File: config.mk
export PLATFORM = sky130hd
export DESIGN_NAME = program_loader
export DESIGN_NICKNAME = d
export VERILOG_FILES = /design/src/rtl/program_loader.sv
export SDC_FILE = /design/constraint.sdc
export NUM_CORES = 1
export LEC_CHECK = 0
export CAP_MARGIN = 10
export CORE_MARGIN = 4
export CORE_UTILIZATION = 38
export CTS_CLUSTER_DIAMETER = 120
export DETAILED_ROUTE_END_ITERATION = 12
export PLACE_DENSITY = 0.79
export SETUP_SLACK_MARGIN = 0.2
export SYNTH_ARGS = -nofsm -noshare
export SYNTH_HDL_FRONTEND = slang
export SYNTH_SLANG_ARGS = --single-unit
File: constraint.sdc
create_clock -name clk -period 1.95 [get_ports clk]
set_input_delay 0.39 -clock clk [delete_from_list [all_inputs] [get_ports clk]]
set_output_delay 0.39 -clock clk [all_outputs]
set_load 0.01 [all_outputs]
File: src/rtl/program_loader.sv
// Boot loader and memory-port arbiter for the single-cycle MIPS instruction memory.
// Receives a 16-bit word count and little-endian 32-bit words over a byte stream,
// writes them from word index 0 upward, and holds the CPU while loading. When idle
// or finished, the CPU fetch address passes straight through to the memory port.
module program_loader #(
    parameter int unsigned MEMORY_DEPTH = 32,
    parameter int unsigned DATA_WIDTH   = 32,
    parameter int unsigned ADDR_WIDTH   = 5
) (
    input  logic                  clk,
    input  logic                  reset,
    input  logic                  start,
    input  logic [7:0]            byte_data,
    input  logic                  byte_valid,
    output logic                  byte_ready,
    input  logic [DATA_WIDTH-1:0] fetch_address,
    output logic [DATA_WIDTH-1:0] fetch_instruction,
    output logic [ADDR_WIDTH-1:0] mem_address,
    output logic [DATA_WIDTH-1:0] mem_write_data,
    output logic                  mem_write_enable,
    input  logic [DATA_WIDTH-1:0] mem_read_data,
    output logic                  cpu_hold,
    output logic                  done,
    output logic                  error
);

    typedef enum logic [2:0] {
        StIdle,
        StLenLo,
        StLenHi,
        StCheck,
        StRecv,
        StWrite,
        StDone,
        StError
    } state_e;

    state_e                state_q, state_d;
    logic [15:0]           word_count_q, word_count_d;
    // One extra bit so a full-depth load reaches MEMORY_DEPTH without wrapping
    logic [ADDR_WIDTH:0]   word_index_q, word_index_d;
    logic [1:0]            byte_index_q, byte_index_d;
    logic [DATA_WIDTH-1:0] shift_word_q, shift_word_d;
    logic                  byte_fire;

    // Only the word-index bits of the byte address select a memory word
    logic unused_fetch_bits;
    assign unused_fetch_bits = ^{fetch_address[DATA_WIDTH-1:ADDR_WIDTH+2], fetch_address[1:0]};

    assign byte_fire = byte_valid & byte_ready;

    // State and datapath registers, cleared asynchronously by the active-low reset
    always_ff @(posedge clk or negedge reset) begin
        if (!reset) begin
            state_q      <= StIdle;
            word_count_q <= '0;
            word_index_q <= '0;
            byte_index_q <= '0;
            shift_word_q <= '0;
        end else begin
            state_q      <= state_d;
            word_count_q <= word_count_d;
            word_index_q <= word_index_d;
            byte_index_q <= byte_index_d;
            shift_word_q <= shift_word_d;
        end
    end

    // Next-state logic: length capture, bounds check, byte assembly and word writes
    always_comb begin
        state_d      = state_q;
        word_count_d = word_count_q;
        word_index_d = word_index_q;
        byte_index_d = byte_index_q;
        shift_word_d = shift_word_q;

        unique case (state_q)
            StIdle, StDone, StError: begin
                if (start) begin
                    word_index_d = '0;
                    byte_index_d = '0;
                    state_d      = StLenLo;
                end
            end
            StLenLo: begin
                if (byte_fire) begin
                    word_count_d[7:0] = byte_data;
                    state_d           = StLenHi;
                end
            end
            StLenHi: begin
                if (byte_fire) begin
                    word_count_d[15:8] = byte_data;
                    state_d            = StCheck;
                end
            end
            StCheck: begin
                if (word_count_q == 16'd0) begin
                    state_d = StDone;
                end else if (word_count_q > 16'(MEMORY_DEPTH)) begin
                    state_d = StError;
                end else begin
                    state_d = StRecv;
                end
            end
            StRecv: begin
                if (byte_fire) begin
                    // First byte of a word lands in the least significant lane
                    shift_word_d[{byte_index_q, 3'b000} +: 8] = byte_data;
                    byte_index_d = byte_index_q + 2'd1;
                    if (byte_index_q == 2'd3) begin
                        state_d = StWrite;
                    end
                end
            end
            StWrite: begin
                word_index_d = word_index_q + {{ADDR_WIDTH{1'b0}}, 1'b1};
                byte_index_d = '0;
                if (16'(word_index_q) + 16'd1 == word_count_q) begin
                    state_d = StDone;
                end else begin
                    state_d = StRecv;
                end
            end
            default: state_d = StIdle;
        endcase
    end

    // Handshake, status and memory-port mux; the CPU sees NOPs while held
    always_comb begin
        byte_ready       = (state_q == StLenLo) || (state_q == StLenHi) || (state_q == StRecv);
        cpu_hold         = !((state_q == StIdle) || (state_q == StDone));
        mem_write_enable = (state_q == StWrite);
        mem_write_data   = shift_word_q;
        done             = (state_q == StDone);
        error            = (state_q == StError);
        if (cpu_hold) begin
            mem_address       = word_index_q[ADDR_WIDTH-1:0];
            fetch_instruction = '0;
        end else begin
            mem_address       = fetch_address[ADDR_WIDTH+1:2];
            fetch_instruction = mem_read_data;
        end
    end

endmodule

==> summary.md, run 1 <==
| Metric | Value |
|---|---|
| Outcome | `complete, but fails checks` |
| Failing checks | `setup timing` |
| Post-synth EDFFs | `0` |
| Largest family of logic cells by synthesized area | `simple AND/OR/NAND/NOR gates` |
| Hold buffer count at cts | `0` |
| Post-Place Cells | `around 590` |
| Worst Setup Path Type | `register to output port` |
| Setup Total Neg Slack | `-7.40 ns` |
| Adder-cell share of the synthesized area | `under 10%` |
| DR vias | `3289` |
| Vias in the first global route | `~3400` |
| Sw Pwr | `about 0.0026 W` |
| Die Y | `between 90 and 100 um` |
| Final setup violation count | `38` |
| Warnings, synthesis | `0` |
| Largest net degree at the start of global routing | `60` |
| RSZ-0062 raised after global routing | `true` |
| Routed WL per cell | `roughly 17 um` |
| DRT Pass-1 Iters | `4` |
| Port bufs | `~120` |
| Final Critical Period | `between 2 and 2.5 ns` |
| CORE AREA | `roughly 0.008 mm^2` |
| Mux cell area share after synthesis | `8.04%` |
| Final ANT Viol Nets | `0` |
| CTS H-tree depth | `3` |
| All-Layer GR Usage | `a little over a fifth` |
| Asr flop ratio synth | `100%` |
| Slew headroom | `between 70% and 80%` |
| Initial core utilization | `39.0%` |
| Global placer's final weighted congestion | `roughly 0.86` |
| Fmax | `~0.44 GHz` |
| R2R setup slack | `around 0.06 ns` |
| TritonCTS clock tree | `done` |
| Initial antenna violation count | `0` |
| Predominant post-synthesis flop cell | `dfrtp_1` |
| Clk_lat worst skew | `around 0.35 ns` |
| Seq cells post-synth | `59` |
| Crit share post-route | `117%` |
| Complex-gate fraction of the synthesized area | `14.0%` |
| DRC viols | `0` |
| Crit. End Element | `output port` |
| Placement Rows | `33` |
| Pins over their slew limit | `0` |
| Post-synthesis net count | `~430` |
| Peak supply drop | `approximately 0.00054 V` |
| Cell Count, Final, Fillers Out | `between 600 and 700` |
| Clock tree buffer depth | `2` |
| Seq. cell area | `~0.0015 mm^2` |
| Sequential element share of the synthesized area | `roughly 46%` |
| Hold Violations, Final | `0` |
| Crit path max fanout | `5` |
| Part of the power in registers | `24.7%` |
| Fraction of layout cells with a size suffix above 1 | `39.3%` |
| Tightest Pin Transition | `0.351 ns` |
| Fill count | `between 500 and 600` |
| Nets | `roughly 610` |
| Clk sink count | `59` |
| Num CTS Buffers | `9` |
| WL final | `between 10000 and 15000 um` |
| Initial DRC count | `about 160` |
| CP Launch Type | `register` |
| Clock slew seen by the registers of the worst setup and hold paths | `around 0.080 ns` |
| Multi-input gate area | `between 0.0015 and 0.002 mm^2` |
| Power density over cell area | `between 1000 and 1500 mW/mm^2` |
| Worst EP required | `about 1.6 ns` |
| Int Pwr | `~0.0047 W` |
| Vias per cell | `slightly above 5` |
| Fin worst setup slack | `-0.336 ns` |
| Io pins | `150` |
| Synth Cell Area | `0.00321 mm^2` |
| Syn_area_per_cell | `between 9 and 10 um^2` |
| Die ar. | `approximately 0.010 mm^2` |
| Final Skew | `approximately 0.012 ns` |
| Worst Hold Class | `primary input to async pin` |
| Arrival time worst endpoint | `roughly 1.9 ns` |
| Pleak | `2.46 nW` |
| Width of the die | `~100 um` |
| Hpwl dp | `around 7000 um` |
| GR Overflow Total | `0` |
| Final instance area | `0.00565 mm^2` |
| Number of antenna repair diodes | `0` |
| Gate Count Post-Synth | `350` |
| Root buf cell | `clkbuf_8` |
| XOR/XNOR Fraction of Synth Area | `2.18%` |
| Cell variety after synth | `between 40 and 50` |
| First-pass GRT wire length | `between 15000 and 20000 um` |
| P&R area growth vs syn | `76.3%` |
| Max_cap viols | `0` |
| Clock network power share | `between 10% and 20%` |
| DP Area | `0.00481 mm^2` |
| Gate power share | `between 50% and 60%` |
| Switch share | `a little over a third` |
| Post-Synth Simple-Gate Area | `around a quarter` |
-- state kept, by name (all words and copies together), names as in the netlist --
register,count
word_index_q,6
mem_write_data,32
byte_index_q,2
state_q,3
word_count_q,16
-- cells in the final DEF (no fill, tap or decap), types with 6 or more instances in the layout --
master	instances
o21ai_0	25
clkbuf_8	9
buf_2	10
and2_4	26
buf_4	34
nand2_1	79
buf_6	53
and2_1	6
o21ai_1	19
dfrtp_1	59
clkdlybuf4s50_1	79
nor2_1	6
mux2_2	17
-- timing repair --
item | 4_1_cts | 5_1_grt
buffers inserted | 16 | 11
gates resized for setup | 241 | 74
pin swaps | 12 | 18
cloned | 3 | 3
setup endpoints to repair | 68 | 90
-- final cells by class --
cell class,instances,share of cell area (%)
multi-input combinational,266,33.5
clock inverter,7,1.37
sequential,59,26.1
tap,105,2.32
clock buffer,9,2.19
inverter,8,0.664
timing repair buffer,186,33.8
-- through the flow --
stage	worst slack (ns)	hold WS [ns]	total power, W	util, %
floorplan	0.208	0.0944	0.00347	-
global placement	-0.199	0.416	0.00468	58.5
detailed placement	-0.230	0.420	0.00482	58.5
CTS	-0.343	0.0397	0.00668	64.9
global route	-0.382	0.0527	0.00764	68.8
finish	-0.336	0.0295	0.00724	68.8
-- final timing paths --
check | cells after the start | end | startpoint
max reg2reg | 5 | state_q[1] | word_count_q[0]
max | 7 | mem_address[0] | state_q[1]
max in group asynchronous | 2 | word_count_q[2] | reset
min | 2 | mem_write_data[6] | reset
min in group clk | 2 | mem_write_data[6] | mem_write_data[6]
min reg2reg | 2 | mem_write_data[6] | mem_write_data[6]
-- power by group through the flow --
stage / Sequential, W / Clock (W) / Combinational, W
final: 0.00179 / 0.00113 / 0.00433
after floorplan: 0.00178 / 0 / 0.00169
after detailed placement: 0.00180 / 0 / 0.00301
after CTS: 0.00178 / 0.00114 / 0.00376
after global routing: 0.00183 / 0.00119 / 0.00462
after global placement: 0.00178 / 0 / 0.00291
-- synth_stat cells (all sizes together) (2+ instances only) --
cell type / n / area [um^2]
ha: 8 / 100
mux2: 22 / 248
nor3: 7 / 40.0
and4: 2 / 17.5
nand2: 82 / 308
clkbuf: 10 / 37.5
nor2b: 3 / 18.8
buf: 7 / 33.8
xor2: 4 / 35.0
nor4: 2 / 12.5
and3: 3 / 18.8
a21boi: 2 / 15.0
o2111a: 2 / 22.5
o31ai: 2 / 15.0
and2: 32 / 200
o21ai: 49 / 245
dfrtp: 59 / 1480
a21oi: 5 / 25.0
nor2: 8 / 30.0
o21a: 3 / 22.5
inv: 8 / 30.0
xnor2: 4 / 35.0
o311ai: 3 / 41.3
and3b: 2 / 17.5
nand3: 4 / 20.0
nand2b: 4 / 25.0
-- logic make-up after synthesis --
| logic type | after synthesis |
|---|---|
| buffers and inverters | 25 |
| muxes | 23 |
| DFF | 59 |
| xor gates and xnor gates | 8 |
| and+or+nand+nor | 154 |
| AOI/OAI and AO/OA | 73 |
| adders and majority gates | 8 |
-- layer usage --
layer	up-vias	routed length, um	track usage (%)
li1	1553	-	-
met1	1577	4170	23.7
met2	140	5980	40.2
met3	19	791	4.45
met4	0	241	8.19
met5	-	0	0
-- worst max-delay path, cell delays in order, from the launching register on --
cell and delay (ns):
dfrtp_1 0.38, or2_4 0.26, a21oi_4 0.15, buf_6 0.14
buf_12 0.11, buf_6 0.09, mux2_4 0.30, buf_6 0.12
Power figures use the tool's default switching activity.
==> run 2: changes to the inputs <==
Settings changed: SKIP_LAST_GASP set to 1, SLEW_MARGIN set to 20.
==> summary.md, run 2 (synthesized netlist as in run 1, its figures left out) <==
| Metric | Value |
|---|---|
| First-pass GRT wire length | `16700 um (was 16900 um)` |
| CP Launch Type | `register (unchanged)` |
| Hpwl dp | `7090 um (unchanged)` |
| CTS H-tree depth | `3 (unchanged)` |
| Vias in the first global route | `3313 (was 3360)` |
| Tightest Pin Transition | `0.367 ns (was 0.351 ns)` |
| P&R area growth vs syn | `74.4% (was 76.3%)` |
| Largest net degree at the start of global routing | `60 (unchanged)` |
| Outcome | `complete, but fails checks (unchanged)` |
| Slew headroom | `75.4% (was 76.5%)` |
| Placement Rows | `33 (unchanged)` |
| Largest register FFs | `32 (unchanged)` |
| Fraction of layout cells with a size suffix above 1 | `37.7% (was 39.3%)` |
| Clock slew seen by the registers of the worst setup and hold paths | `0.08 ns (about the same)` |
| Fin worst setup slack | `-0.332 ns (was -0.336 ns)` |
| Hold buffer count at cts | `0 (unchanged)` |
| All-Layer GR Usage | `21.3% (was 21.5%)` |
| Nets | `612 (was 614)` |
| Final Critical Period | `2.28 ns (was 2.29 ns)` |
| Routed WL per cell | `17.5 um (about the same)` |
| DP Area | `0.00481 mm^2 (unchanged)` |
| Initial core utilization | `39.0% (unchanged)` |
| Hold Violations, Final | `0 (unchanged)` |
| Num CTS Buffers | `9 (unchanged)` |
| Clk_lat worst skew | `0.35 ns (about the same)` |
| Initial antenna violation count | `0 (unchanged)` |
| Max_cap viols | `0 (unchanged)` |
| Final Skew | `0.0119 ns (was 0.0121 ns)` |
| Fill count | `601 (was 587)` |
| Width of the die | `99.9 um (unchanged)` |
| Final setup violation count | `38 (unchanged)` |
| Root buf cell | `clkbuf_8 (unchanged)` |
| GR Overflow Total | `0 (unchanged)` |
| Final ANT Viol Nets | `0 (unchanged)` |
| Worst Hold Class | `primary input to async pin (unchanged)` |
| Global placer's final weighted congestion | `0.860 (unchanged)` |
| Port bufs | `122 (unchanged)` |
| Worst Setup Path Type | `register to output port (unchanged)` |
| Crit path max fanout | `5 (unchanged)` |
| Final instance area | `0.00559 mm^2 (was 0.00565 mm^2)` |
| Vias per cell | `5.16 (was 5.14)` |
| Arrival time worst endpoint | `1.89 ns (was 1.90 ns)` |
| Worst EP required | `1.56 ns (about the same)` |
| Die ar. | `0.00997 mm^2 (unchanged)` |
| Power density over cell area | `1280 mW/mm^2 (about the same)` |
| DR vias | `3292 (was 3289)` |
| Peak supply drop | `0.000508 V (was 0.000540 V)` |
| TritonCTS clock tree | `done (unchanged)` |
| DRT Pass-1 Iters | `4 (unchanged)` |
| Number of antenna repair diodes | `0 (unchanged)` |
| Clk sink count | `59 (unchanged)` |
| DRC viols | `0 (unchanged)` |
| Io pins | `150 (unchanged)` |
| Hold_ws | `0.0336 ns (was 0.0295 ns)` |
| Initial DRC count | `148 (was 157)` |
| Commonest non-fill, non-tap cells in the layout | `79 x nand2_1, 79 x clkdlybuf4s50_1, 59 x dfrtp_1 (unchanged)` |
| WL final | `11200 um (about the same)` |
| RSZ-0062 raised after global routing | `true (unchanged)` |
| Pins over their slew limit | `0 (unchanged)` |
| Failing checks | `setup timing (unchanged)` |
| Die Y | `99.9 um (unchanged)` |
| Pleak | `2.44 nW (was 2.46 nW)` |
| Fmax | `0.438 GHz (was 0.437 GHz)` |
| CORE AREA | `0.00822 mm^2 (unchanged)` |
| Clock tree buffer depth | `2 (unchanged)` |
| Crit share post-route | `117% (about the same)` |
| Crit. End Element | `output port (unchanged)` |
[run 2: cell count changes in the layout (fill, tap and decap cells not counted), sizes merged]
cell and delta:
buf -3, clkdlybuf4s15 +1
[run 2: what timing repair did]
action | CTS | global route
endpoints found under the setup margin | 68 | 96
pin swaps | 12 | 16
resized for setup | 216 | 82
setup buffers | 16 | 9
gates cloned | 3 | 3
[run 2: cell type report]
cell class | count | area [um^2] | share of cell area (%)
tap | 105 | 131 | 2.35
sequential | 59 | 1480 | 26.4
clock buffer | 9 | 124 | 2.22
clock inverter | 7 | 77.6 | 1.39
inverter | 8 | 37.5 | 0.671
multi-input combinational | 266 | 1880 | 33.6
timing repair buffer | 184 | 1870 | 33.4
[run 2: critical path: stages, from the launching register on]
cell,delay (ns)
dfrtp_1,0.39
or2_4,0.26
a21oi_4,0.14
buf_6,0.13
buf_12,0.12
buf_6,0.09
mux2_4,0.30
buf_6,0.12
[run 2: path summary, 6_finish.rpt]
kind | cells past startpoint | end | slack, ns | start
setup / recovery | 7 | mem_address[0] | -0.33 | state_q[1]
hold / removal | 2 | mem_write_data[6] | 0.03 | reset
setup reg to reg | 5 | state_q[1] | 0.08 | word_count_q[1]
hold reg to reg | 2 | mem_write_data[28] | 0.48 | mem_write_data[28]
max in group asynchronous | 2 | word_count_q[2] | 1.65 | reset
min in group clk | 2 | mem_write_data[28] | 0.48 | mem_write_data[28]
[run 2: where the power goes]
part / switching, W / total [W] / leakage (nW) / internal, W
Combinational: 0.00178 / 0.00426 / 1.57 / 0.00248
Clock: 0.000527 / 0.00112 / 0.0998 / 0.000597
Sequential: 0.000259 / 0.00179 / 0.776 / 0.00154
Total: 0.00257 / 0.00718 / 2.44 / 0.00461
[run 2: metrics by stage]
stage                     TNS (ns)  total power, W  util (%)  cells  worst slack, ns
after floorplan                  0         0.00347         -    350            0.208
after global placement       -3.87         0.00468      58.5    591           -0.199
after detailed placement     -4.97         0.00482      58.5    591           -0.230
after CTS                   -10.12         0.00670      65.6    626           -0.343
after global routing         -9.81         0.00755      68.1    638           -0.368
final                        -8.13         0.00718      68.1    638           -0.332
[run 2: metal layers]
metal	vias to the layer above	GRT usage, %	wire length (um)
li1	1550	-	-
met1	1599	23.7	4170
met2	128	40.4	6020
met3	15	4.24	798
met4	0	6.72	180
met5	-	0	0
